File: src/rtl/rx_resp_scheduler_if.sv
// ----------------------------------------------------------------------------
// rx_resp_scheduler_if
// Bundles the parser-side header fields, configuration, tx-arbiter handshake
// and response outputs of rx_resp_scheduler.
//   slave  : view taken by rx_resp_scheduler (fields/config/grant in, response out)
//   master : view taken by the parser / tx control side driving the scheduler
// Parameter CNT_W : width of sifs_cycles.
// ----------------------------------------------------------------------------
interface rx_resp_scheduler_if #(
  parameter int unsigned CNT_W = 16
);
  // configuration
  logic             resp_en;
  logic [47:0]      self_mac_addr;
  logic [CNT_W-1:0] sifs_cycles;
  // parsed header fields
  logic [31:0]      FC_DI;
  logic             FC_DI_valid;
  logic [47:0]      rx_addr;
  logic             rx_addr_valid;
  logic [47:0]      tx_addr;
  logic             tx_addr_valid;
  logic [1:0]       qos_ack_policy;
  logic             qos_ack_policy_valid;
  logic             blk_ack_req_ctrl_valid;
  logic [15:0]      blk_ack_req_ctrl;
  logic [15:0]      blk_ack_req_ssc;
  logic             blk_ack_req_ssc_valid;
  logic             fcs_valid;
  logic             fcs_ok;
  // tx arbiter handshake and response descriptor
  logic             resp_grant;
  logic             resp_req;
  logic [1:0]       resp_type;
  logic [47:0]      resp_ra;
  logic [3:0]       resp_tid;
  logic [15:0]      resp_ssc;
  logic [15:0]      resp_cnt;
  logic [15:0]      drop_cnt;

  modport slave (
    input  resp_en, self_mac_addr, sifs_cycles,
           FC_DI, FC_DI_valid, rx_addr, rx_addr_valid, tx_addr, tx_addr_valid,
           qos_ack_policy, qos_ack_policy_valid,
           blk_ack_req_ctrl_valid, blk_ack_req_ctrl,
           blk_ack_req_ssc, blk_ack_req_ssc_valid,
           fcs_valid, fcs_ok, resp_grant,
    output resp_req, resp_type, resp_ra, resp_tid, resp_ssc, resp_cnt, drop_cnt
  );

  modport master (
    output resp_en, self_mac_addr, sifs_cycles,
           FC_DI, FC_DI_valid, rx_addr, rx_addr_valid, tx_addr, tx_addr_valid,
           qos_ack_policy, qos_ack_policy_valid,
           blk_ack_req_ctrl_valid, blk_ack_req_ctrl,
           blk_ack_req_ssc, blk_ack_req_ssc_valid,
           fcs_valid, fcs_ok, resp_grant,
    input  resp_req, resp_type, resp_ra, resp_tid, resp_ssc, resp_cnt, drop_cnt
  );
endinterface

File: src/rtl/rx_resp_scheduler.sv
// ----------------------------------------------------------------------------
// rx_resp_scheduler
// Sequences the ACK / BlockAck (optionally CTS) response after the rx field
// parser: collects header fields, evaluates the FCS result and response
// rules, waits SIFS, then holds resp_req until granted or timed out.
//
// Ports:
//   clk  : clock
//   rst  : synchronous reset, active-high
//   bus  : rx_resp_scheduler_if.slave (fields, config, grant in; response out)
// Parameters:
//   CNT_W         : SIFS counter / sifs_cycles width
//   GRANT_TIMEOUT : cycles resp_req is held without grant before dropping
// Configuration macro:
//   RX_RESP_CTS_EN : when defined, RTS (control subtype 1011) to self yields
//                    a CTS (resp_type 10); otherwise RTS gets no response.
// ----------------------------------------------------------------------------
module rx_resp_scheduler #(
  parameter int unsigned CNT_W         = 16,
  parameter int unsigned GRANT_TIMEOUT = 256
) (
  input logic              clk,
  input logic              rst,
  rx_resp_scheduler_if.slave bus
);

  localparam int unsigned WAIT_W = (GRANT_TIMEOUT > 1) ? $clog2(GRANT_TIMEOUT) : 1;
  localparam logic [WAIT_W-1:0] WAIT_LAST = WAIT_W'(GRANT_TIMEOUT - 1);

  typedef enum logic [1:0] {
    S_IDLE,
    S_COLLECT,
    S_SIFS,
    S_REQ
  } state_e;

  typedef enum logic [1:0] {
    RESP_ACK = 2'b00,
    RESP_BA  = 2'b01,
    RESP_CTS = 2'b10
  } resp_e;

  state_e            state_q;
  logic [7:0]        fc_q;        // only type/subtype drive decisions
  logic [47:0]       rx_addr_q;
  logic              rx_flag_q;
  logic [47:0]       tx_addr_q;
  logic              tx_flag_q;
  logic [1:0]        qos_pol_q;
  logic              qos_flag_q;
  logic [3:0]        bar_tid_q;
  logic              barc_flag_q;
  logic [15:0]       bar_ssc_q;
  logic              bars_flag_q;
  logic [CNT_W-1:0]  sifs_cnt_q;
  logic [WAIT_W-1:0] wait_q;

  logic              resp_req_q;
  logic [1:0]        resp_type_q;
  logic [47:0]       resp_ra_q;
  logic [3:0]        resp_tid_q;
  logic [15:0]       resp_ssc_q;
  logic [15:0]       resp_cnt_q;
  logic [15:0]       drop_cnt_q;

  logic              rule_ok;
  resp_e             type_d;
  logic              need_d;
  logic              frame_start;

  function automatic logic [15:0] sat_inc(input logic [15:0] v);
    return (v == 16'hFFFF) ? v : v + 16'd1;
  endfunction

  // Response rule evaluation on the collected header.
  always_comb begin
    rule_ok = 1'b0;
    type_d  = RESP_ACK;
    case (fc_q[3:2])
      2'b00: rule_ok = 1'b1;
      2'b10: rule_ok = !fc_q[7] || (qos_flag_q && (qos_pol_q == 2'b00));
      2'b01: begin
        if (fc_q[7:4] == 4'b1000) begin
          type_d  = RESP_BA;
          rule_ok = barc_flag_q && bars_flag_q;
        end
`ifdef RX_RESP_CTS_EN
        else if (fc_q[7:4] == 4'b1011) begin
          type_d  = RESP_CTS;
          rule_ok = 1'b1;
        end
`endif
      end
      default: rule_ok = 1'b0;
    endcase
    need_d = bus.resp_en && bus.fcs_ok && rx_flag_q && tx_flag_q &&
             (rx_addr_q == bus.self_mac_addr) && rule_ok;
  end

  // A new header restarts collection everywhere except while requesting.
  assign frame_start = bus.FC_DI_valid && (state_q != S_REQ);

  always_ff @(posedge clk) begin
    if (rst) begin
      state_q     <= S_IDLE;
      fc_q        <= '0;
      rx_addr_q   <= '0;
      rx_flag_q   <= 1'b0;
      tx_addr_q   <= '0;
      tx_flag_q   <= 1'b0;
      qos_pol_q   <= '0;
      qos_flag_q  <= 1'b0;
      bar_tid_q   <= '0;
      barc_flag_q <= 1'b0;
      bar_ssc_q   <= '0;
      bars_flag_q <= 1'b0;
      sifs_cnt_q  <= '0;
      wait_q      <= '0;
      resp_req_q  <= 1'b0;
      resp_type_q <= '0;
      resp_ra_q   <= '0;
      resp_tid_q  <= '0;
      resp_ssc_q  <= '0;
      resp_cnt_q  <= '0;
      drop_cnt_q  <= '0;
    end else begin
      case (state_q)
        S_IDLE: begin
          if (bus.FC_DI_valid) state_q <= S_COLLECT;
        end
        S_COLLECT: begin
          if (!bus.FC_DI_valid && bus.fcs_valid) begin
            if (need_d) begin
              state_q     <= S_SIFS;
              sifs_cnt_q  <= bus.sifs_cycles;
              resp_type_q <= type_d;
              resp_ra_q   <= tx_addr_q;
              resp_tid_q  <= (type_d == RESP_BA) ? bar_tid_q : '0;
              resp_ssc_q  <= (type_d == RESP_BA) ? bar_ssc_q : '0;
            end else begin
              state_q <= S_IDLE;
            end
          end
        end
        S_SIFS: begin
          if (bus.FC_DI_valid) begin
            drop_cnt_q <= sat_inc(drop_cnt_q);
            state_q    <= S_COLLECT;
          end else if (!bus.resp_en) begin
            drop_cnt_q <= sat_inc(drop_cnt_q);
            state_q    <= S_IDLE;
          end else if (sifs_cnt_q == '0) begin
            state_q    <= S_REQ;
            resp_req_q <= 1'b1;
            wait_q     <= '0;
          end else begin
            sifs_cnt_q <= sifs_cnt_q - CNT_W'(1);
          end
        end
        S_REQ: begin
          // Grant wins over a timeout expiring in the same cycle.
          if (bus.resp_grant) begin
            resp_req_q <= 1'b0;
            resp_cnt_q <= sat_inc(resp_cnt_q);
            state_q    <= S_IDLE;
          end else if (wait_q == WAIT_LAST) begin
            resp_req_q <= 1'b0;
            drop_cnt_q <= sat_inc(drop_cnt_q);
            state_q    <= S_IDLE;
          end else begin
            wait_q <= wait_q + WAIT_W'(1);
          end
        end
        default: state_q <= S_IDLE;
      endcase

      // Field capture shared by IDLE/COLLECT/SIFS; the header start clears
      // the flags of any previous frame.
      if (frame_start) begin
        fc_q        <= bus.FC_DI[7:0];
        rx_flag_q   <= 1'b0;
        tx_flag_q   <= 1'b0;
        qos_flag_q  <= 1'b0;
        barc_flag_q <= 1'b0;
        bars_flag_q <= 1'b0;
      end else if (state_q == S_COLLECT) begin
        if (bus.rx_addr_valid) begin
          rx_addr_q <= bus.rx_addr;
          rx_flag_q <= 1'b1;
        end
        if (bus.tx_addr_valid) begin
          tx_addr_q <= bus.tx_addr;
          tx_flag_q <= 1'b1;
        end
        if (bus.qos_ack_policy_valid) begin
          qos_pol_q  <= bus.qos_ack_policy;
          qos_flag_q <= 1'b1;
        end
        if (bus.blk_ack_req_ctrl_valid) begin
          bar_tid_q   <= bus.blk_ack_req_ctrl[15:12];
          barc_flag_q <= 1'b1;
        end
        if (bus.blk_ack_req_ssc_valid) begin
          bar_ssc_q   <= bus.blk_ack_req_ssc;
          bars_flag_q <= 1'b1;
        end
      end
    end
  end

  assign bus.resp_req  = resp_req_q;
  assign bus.resp_type = resp_type_q;
  assign bus.resp_ra   = resp_ra_q;
  assign bus.resp_tid  = resp_tid_q;
  assign bus.resp_ssc  = resp_ssc_q;
  assign bus.resp_cnt  = resp_cnt_q;
  assign bus.drop_cnt  = drop_cnt_q;

endmodule

File: src/flat_wrapper.sv
// flat-port wrapper written by rule: the top's interface ports become plain ports
module rx_resp_scheduler_flat 
#(
  parameter int unsigned CNT_W         = 16,
  parameter int unsigned GRANT_TIMEOUT = 256
)
  (clk, rst, bus_resp_en, bus_self_mac_addr, bus_sifs_cycles, bus_FC_DI, bus_FC_DI_valid, bus_rx_addr, bus_rx_addr_valid, bus_tx_addr, bus_tx_addr_valid, bus_qos_ack_policy, bus_qos_ack_policy_valid, bus_blk_ack_req_ctrl_valid, bus_blk_ack_req_ctrl, bus_blk_ack_req_ssc, bus_blk_ack_req_ssc_valid, bus_fcs_valid, bus_fcs_ok, bus_resp_grant, bus_resp_req, bus_resp_type, bus_resp_ra, bus_resp_tid, bus_resp_ssc, bus_resp_cnt, bus_drop_cnt);
  rx_resp_scheduler_if #(.CNT_W(CNT_W)) bus_i ();
  input logic clk;
  input logic rst;
  input wire logic [$bits(bus_i.resp_en)-1:0] bus_resp_en;
  input wire logic [$bits(bus_i.self_mac_addr)-1:0] bus_self_mac_addr;
  input wire logic [$bits(bus_i.sifs_cycles)-1:0] bus_sifs_cycles;
  input wire logic [$bits(bus_i.FC_DI)-1:0] bus_FC_DI;
  input wire logic [$bits(bus_i.FC_DI_valid)-1:0] bus_FC_DI_valid;
  input wire logic [$bits(bus_i.rx_addr)-1:0] bus_rx_addr;
  input wire logic [$bits(bus_i.rx_addr_valid)-1:0] bus_rx_addr_valid;
  input wire logic [$bits(bus_i.tx_addr)-1:0] bus_tx_addr;
  input wire logic [$bits(bus_i.tx_addr_valid)-1:0] bus_tx_addr_valid;
  input wire logic [$bits(bus_i.qos_ack_policy)-1:0] bus_qos_ack_policy;
  input wire logic [$bits(bus_i.qos_ack_policy_valid)-1:0] bus_qos_ack_policy_valid;
  input wire logic [$bits(bus_i.blk_ack_req_ctrl_valid)-1:0] bus_blk_ack_req_ctrl_valid;
  input wire logic [$bits(bus_i.blk_ack_req_ctrl)-1:0] bus_blk_ack_req_ctrl;
  input wire logic [$bits(bus_i.blk_ack_req_ssc)-1:0] bus_blk_ack_req_ssc;
  input wire logic [$bits(bus_i.blk_ack_req_ssc_valid)-1:0] bus_blk_ack_req_ssc_valid;
  input wire logic [$bits(bus_i.fcs_valid)-1:0] bus_fcs_valid;
  input wire logic [$bits(bus_i.fcs_ok)-1:0] bus_fcs_ok;
  input wire logic [$bits(bus_i.resp_grant)-1:0] bus_resp_grant;
  output wire logic [$bits(bus_i.resp_req)-1:0] bus_resp_req;
  output wire logic [$bits(bus_i.resp_type)-1:0] bus_resp_type;
  output wire logic [$bits(bus_i.resp_ra)-1:0] bus_resp_ra;
  output wire logic [$bits(bus_i.resp_tid)-1:0] bus_resp_tid;
  output wire logic [$bits(bus_i.resp_ssc)-1:0] bus_resp_ssc;
  output wire logic [$bits(bus_i.resp_cnt)-1:0] bus_resp_cnt;
  output wire logic [$bits(bus_i.drop_cnt)-1:0] bus_drop_cnt;
  assign bus_i.resp_en = bus_resp_en;
  assign bus_i.self_mac_addr = bus_self_mac_addr;
  assign bus_i.sifs_cycles = bus_sifs_cycles;
  assign bus_i.FC_DI = bus_FC_DI;
  assign bus_i.FC_DI_valid = bus_FC_DI_valid;
  assign bus_i.rx_addr = bus_rx_addr;
  assign bus_i.rx_addr_valid = bus_rx_addr_valid;
  assign bus_i.tx_addr = bus_tx_addr;
  assign bus_i.tx_addr_valid = bus_tx_addr_valid;
  assign bus_i.qos_ack_policy = bus_qos_ack_policy;
  assign bus_i.qos_ack_policy_valid = bus_qos_ack_policy_valid;
  assign bus_i.blk_ack_req_ctrl_valid = bus_blk_ack_req_ctrl_valid;
  assign bus_i.blk_ack_req_ctrl = bus_blk_ack_req_ctrl;
  assign bus_i.blk_ack_req_ssc = bus_blk_ack_req_ssc;
  assign bus_i.blk_ack_req_ssc_valid = bus_blk_ack_req_ssc_valid;
  assign bus_i.fcs_valid = bus_fcs_valid;
  assign bus_i.fcs_ok = bus_fcs_ok;
  assign bus_i.resp_grant = bus_resp_grant;
  assign bus_resp_req = bus_i.resp_req;
  assign bus_resp_type = bus_i.resp_type;
  assign bus_resp_ra = bus_i.resp_ra;
  assign bus_resp_tid = bus_i.resp_tid;
  assign bus_resp_ssc = bus_i.resp_ssc;
  assign bus_resp_cnt = bus_i.resp_cnt;
  assign bus_drop_cnt = bus_i.drop_cnt;
  rx_resp_scheduler #(.CNT_W(CNT_W), .GRANT_TIMEOUT(GRANT_TIMEOUT)) u_core (.clk(clk), .rst(rst), .bus(bus_i));
endmodule
File: config.mk
export PLATFORM = sky130hd
export DESIGN_NAME = rx_resp_scheduler_flat
export DESIGN_NICKNAME = d
export VERILOG_FILES = /design/src/rtl/rx_resp_scheduler_if.sv /design/src/rtl/rx_resp_scheduler.sv /design/src/flat_wrapper.sv
export SDC_FILE = /design/constraint.sdc
export NUM_CORES = 1
export LEC_CHECK = 0
export ABC_AREA = 1
export CAP_MARGIN = 20
export CORE_MARGIN = 2
export CORE_UTILIZATION = 52
export CTS_BUF_LIST = sky130_fd_sc_hd__clkbuf_8
export DETAILED_ROUTE_END_ITERATION = 8
export PLACE_DENSITY = 0.84
export SLEW_MARGIN = 10
export SYNTH_ARGS = -nofsm -noshare
export SYNTH_HDL_FRONTEND = slang
export SYNTH_SLANG_ARGS = --single-unit
File: constraint.sdc
create_clock -name clk -period 3.2 [get_ports clk]
set_clock_uncertainty 0.2 [all_clocks]
set_input_delay 0.32 -clock clk [delete_from_list [all_inputs] [get_ports clk]]
set_output_delay 0.32 -clock clk [all_outputs]
set_load 0.05 [all_outputs]
==> flow_metrics.tcl <==
set metrics [dict create \
    worstSkewPairLatency_ns 0.54 \
    worst_setup_hold_path_clk_slew_ns 0.06 \
    drt_iter0_drc 611 \
    nNetsFinal 2131 \
    seq_area_frac_synth_pct 46.2 \
    reg2reg_to "u_core.wait_q[3]" \
    reg2reg_setup_slack_ns 0.69 \
    cts_tree "built" \
    antenna_found_initial 0 \
    grt_remaining_overflow 0 \
    crit_path_frequent_cell "nand2_1" \
    path_max_fanout 6 \
    layout_common_cells "nor2_1 (323), clkdlybuf4s50_1 (301), nand2_1 (274)" \
    clock-root-buffer "clkbuf_8" \
    drive_above_1_share_pct 4.99 \
    cp.buffers_inverters 2 \
    antenna_cells 0 \
    cts.sinks 257 \
    routed_via_density 5.03 \
    hold_path.class "input pin to flip-flop" \
    critPathArrivalTime_ns 2.74 \
    area_delta_synth_final_pct 36.5 \
    cts_resized 0 \
    syn-cell-area_um2 11100 \
    grt_pass1_wl_um 48800 \
    crit_end "u_core.wait_q[3]" \
    synth_cell_types 42 \
    drtPass1Iterations 5 \
    core_um2 21000 \
    vias 11000 \
    hold_ws_ns 0.146 \
    final_common_cell "nor2_1" \
    crit_type "flip-flop to flip-flop" \
    yosys_warnings 0 \
    crit_path_start "u_core.sifs_cnt_q[0]" \
    placed_cells 2118 \
    die_w_um 150 \
    ctsHoldBuffers 0 \
    maxCapViolCount 0 \
    syn_inst 1600 \
    setup.worst_path.end_class "flip-flop" \
    pre_cts_slack_ns 0.455 \
    fin_crit_sh_pct 78.6 \
    syn-num-nets 1842 \
    grt_max_degree 118 \
    worst_slew_pin_slew_ns 0.600 \
    cp.depth 13 \
    cts_buffer_depth 3 \
    io_buffers 301 \
    dp_hpwl_um 21100 \
    num-fill-cells 1690 \
    cp_cell_sequence "inv_1 -> ha_1 -> nand2_1 -> nor2_1 -> nand2_1 -> nor2_2 -> nand2_1 -> o21ai_2 -> nand2_1 -> inv_1 -> nand2_1 -> o21ai_0 -> a21oi_1" \
    grt_use_total_pct 26.5 \
    io_pins 341 \
    route.detailed.drc 0 \
    startpoint_type "flip-flop" \
    cts_buffers 44 \
    reg2reg_depth 13 \
    power_density_nw_per_um2 530 \
    drt-total-wl_um 30400 \
    initial_utilization_pct 52.9 \
    drv_slew 0 \
    grt_pass1_vias 10600 \
    gp_congestion 0.878 \
    cp_slowest_cell "dfxtp_1" \
    fmax_ghz 0.398 \
    rows 53 \
    ir_worst_vdd_v 0.000352 \
    htreeDepth 2 \
    max_slew_margin_pct 59.8 \
    instances_no_fill 2197 \
    setup_slack_ns 0.685 \
    wl_per_cell_um 13.8 \
    syn_area_per_cell_um2 6.95 \
    post-route-util_pct 72.3 \
    period_needed_ns 2.51 \
    required_ns 3.42 \
    die_y_um 150 \
    outcome "complete, no violations" \
    hold_viol 0 \
    leakagePower_nw 6.32 \
    rsz0062_at_grt "no" \
    die-area_um2 22600 \
    setup_violations 0 \
    ant_nets 0 \
    post_cts_buffers 0 \
    synth_seq_cells 257 \
    r2r-start "u_core.sifs_cnt_q[0]" \
    setup_tns_ns 0 \
    cpPeakStageDelay_ns 0.32 \
    critical-path-top-delay-family "simple AND/OR/NAND/NOR gates" \
]
[final cells by class]
class                   count  area (µm²)  area share (%)
repair buffers            314        3160            20.8
flip-flops and latches    257        5140            33.9
clock inverters            24         133           0.873
inverters                 191         719            4.74
well taps                 275         344            2.26
clock buffers              55         757            4.98
multi-input cells        1081        4930            32.5
[how the worst min path moves through the flow]
stage / start / to / slack (ns) / cells past startpoint
final: bus_tx_addr[14] / u_core.tx_addr_q[14] / 0.15 / 3
after global routing: bus_tx_addr[47] / u_core.tx_addr_q[47] / 0.14 / 3
after CTS: bus_tx_addr[14] / u_core.tx_addr_q[14] / 0.11 / 3
after detailed placement: u_core.bus.resp_ra[26] / u_core.bus.resp_ra[26] / 0.23 / 2
after global placement: u_core.bus.resp_ra[1] / u_core.bus.resp_ra[1] / 0.23 / 2
after floorplan: u_core.bar_tid_q[0] / u_core.bus.resp_tid[0] / 0.24 / 2
[worst register-to-register path, cell delays in order, from the launching register on]
cell	delay [ns]
dfxtp_1	0.32
inv_1	0.11
ha_1	0.18
nand2_1	0.08
nor2_1	0.23
nand2_1	0.17
nor2_2	0.15
nand2_1	0.12
o21ai_2	0.16
nand2_1	0.12
inv_1	0.11
nand2_1	0.15
o21ai_0	0.21
a21oi_1	0.08
[stage by stage]
step                      cell area [µm²]  total power, W
after floorplan                     11100         0.00464
after global placement              14300         0.00510
after detailed placement            14300         0.00515
after CTS                           15200         0.00811
after global routing                15200         0.00850
final                               15200         0.00805
[layer usage]
layer / track usage (%) / vias to the layer above / wire length, µm
li1: - / 5660 / -
met2: 45.9 / 339 / 14700
met1: 29.4 / 4960 / 11900
met4: 11.1 / 0 / 1160
met5: 0 / - / 0
met3: 9.30 / 84 / 2580
[sequential cells by signal, indices dropped and copies added, names as in the netlist, 4 cells and up]
| register | cells |
|---|---|
| u_core.bus.resp_ra | 48 |
| u_core.rx_addr_q | 48 |
| u_core.tx_addr_q | 48 |
| u_core.bar_ssc_q | 16 |
| u_core.bus.drop_cnt | 16 |
| u_core.bus.resp_cnt | 16 |
| u_core.bus.resp_ssc | 16 |
| u_core.sifs_cnt_q | 16 |
| u_core.wait_q | 8 |
| u_core.fc_q | 6 |
| u_core.bar_tid_q | 4 |
| u_core.bus.resp_tid | 4 |
[logic make-up (layout without fill, tap and decap cells)]
family / after synthesis / after routing / share of synthesized area [%]
muxes: 1 / 1 / 0.0900
and+or+nand+nor: 686 / 686 / 24.9
xor gates and xnor gates: 26 / 26 / 2.05
other: 1 / 1 / 0.0337
buffers and inverters: 262 / 584 / 9.50
adders and majority gates: 4 / 4 / 0.450
DFF: 257 / 257 / 46.2
AOI/OAI and AO/OA: 363 / 363 / 16.7
[report_power, final]
part           total (W)  leakage, nW  switching, W  internal [W]
Sequential       0.00354         2.08      0.000135       0.00340
Combinational    0.00156         3.72      0.000909      0.000653
Clock            0.00295        0.517       0.00132       0.00163
Total            0.00805         6.32       0.00236       0.00568
[cells in the mapped netlist, drive strengths merged]
master,number,area share (%)
nand3b,3,0.20
mux2i,1,0.090
a41oi,1,0.079
ha,4,0.45
a211oi,3,0.20
clkinv,3,0.10
buf,14,1.1
nand2,277,9.5
nand3,43,2.0
nor3,15,0.67
inv,188,6.3
dfxtp,257,46
and3,2,0.11
o21ai,210,9.5
xnor2,20,1.6
conb,1,0.034
o31ai,3,0.20
nor4,3,0.17
o21bai,1,0.067
a31oi,3,0.17
or2,2,0.11
o21a,2,0.13
o211a,1,0.090
a21oi,137,6.2
o211ai,2,0.13
nor3b,2,0.13
xor2,6,0.47
nand4,9,0.51
clkbuf,57,1.9
nor2,330,12
(Power assumes the default switching activity.)
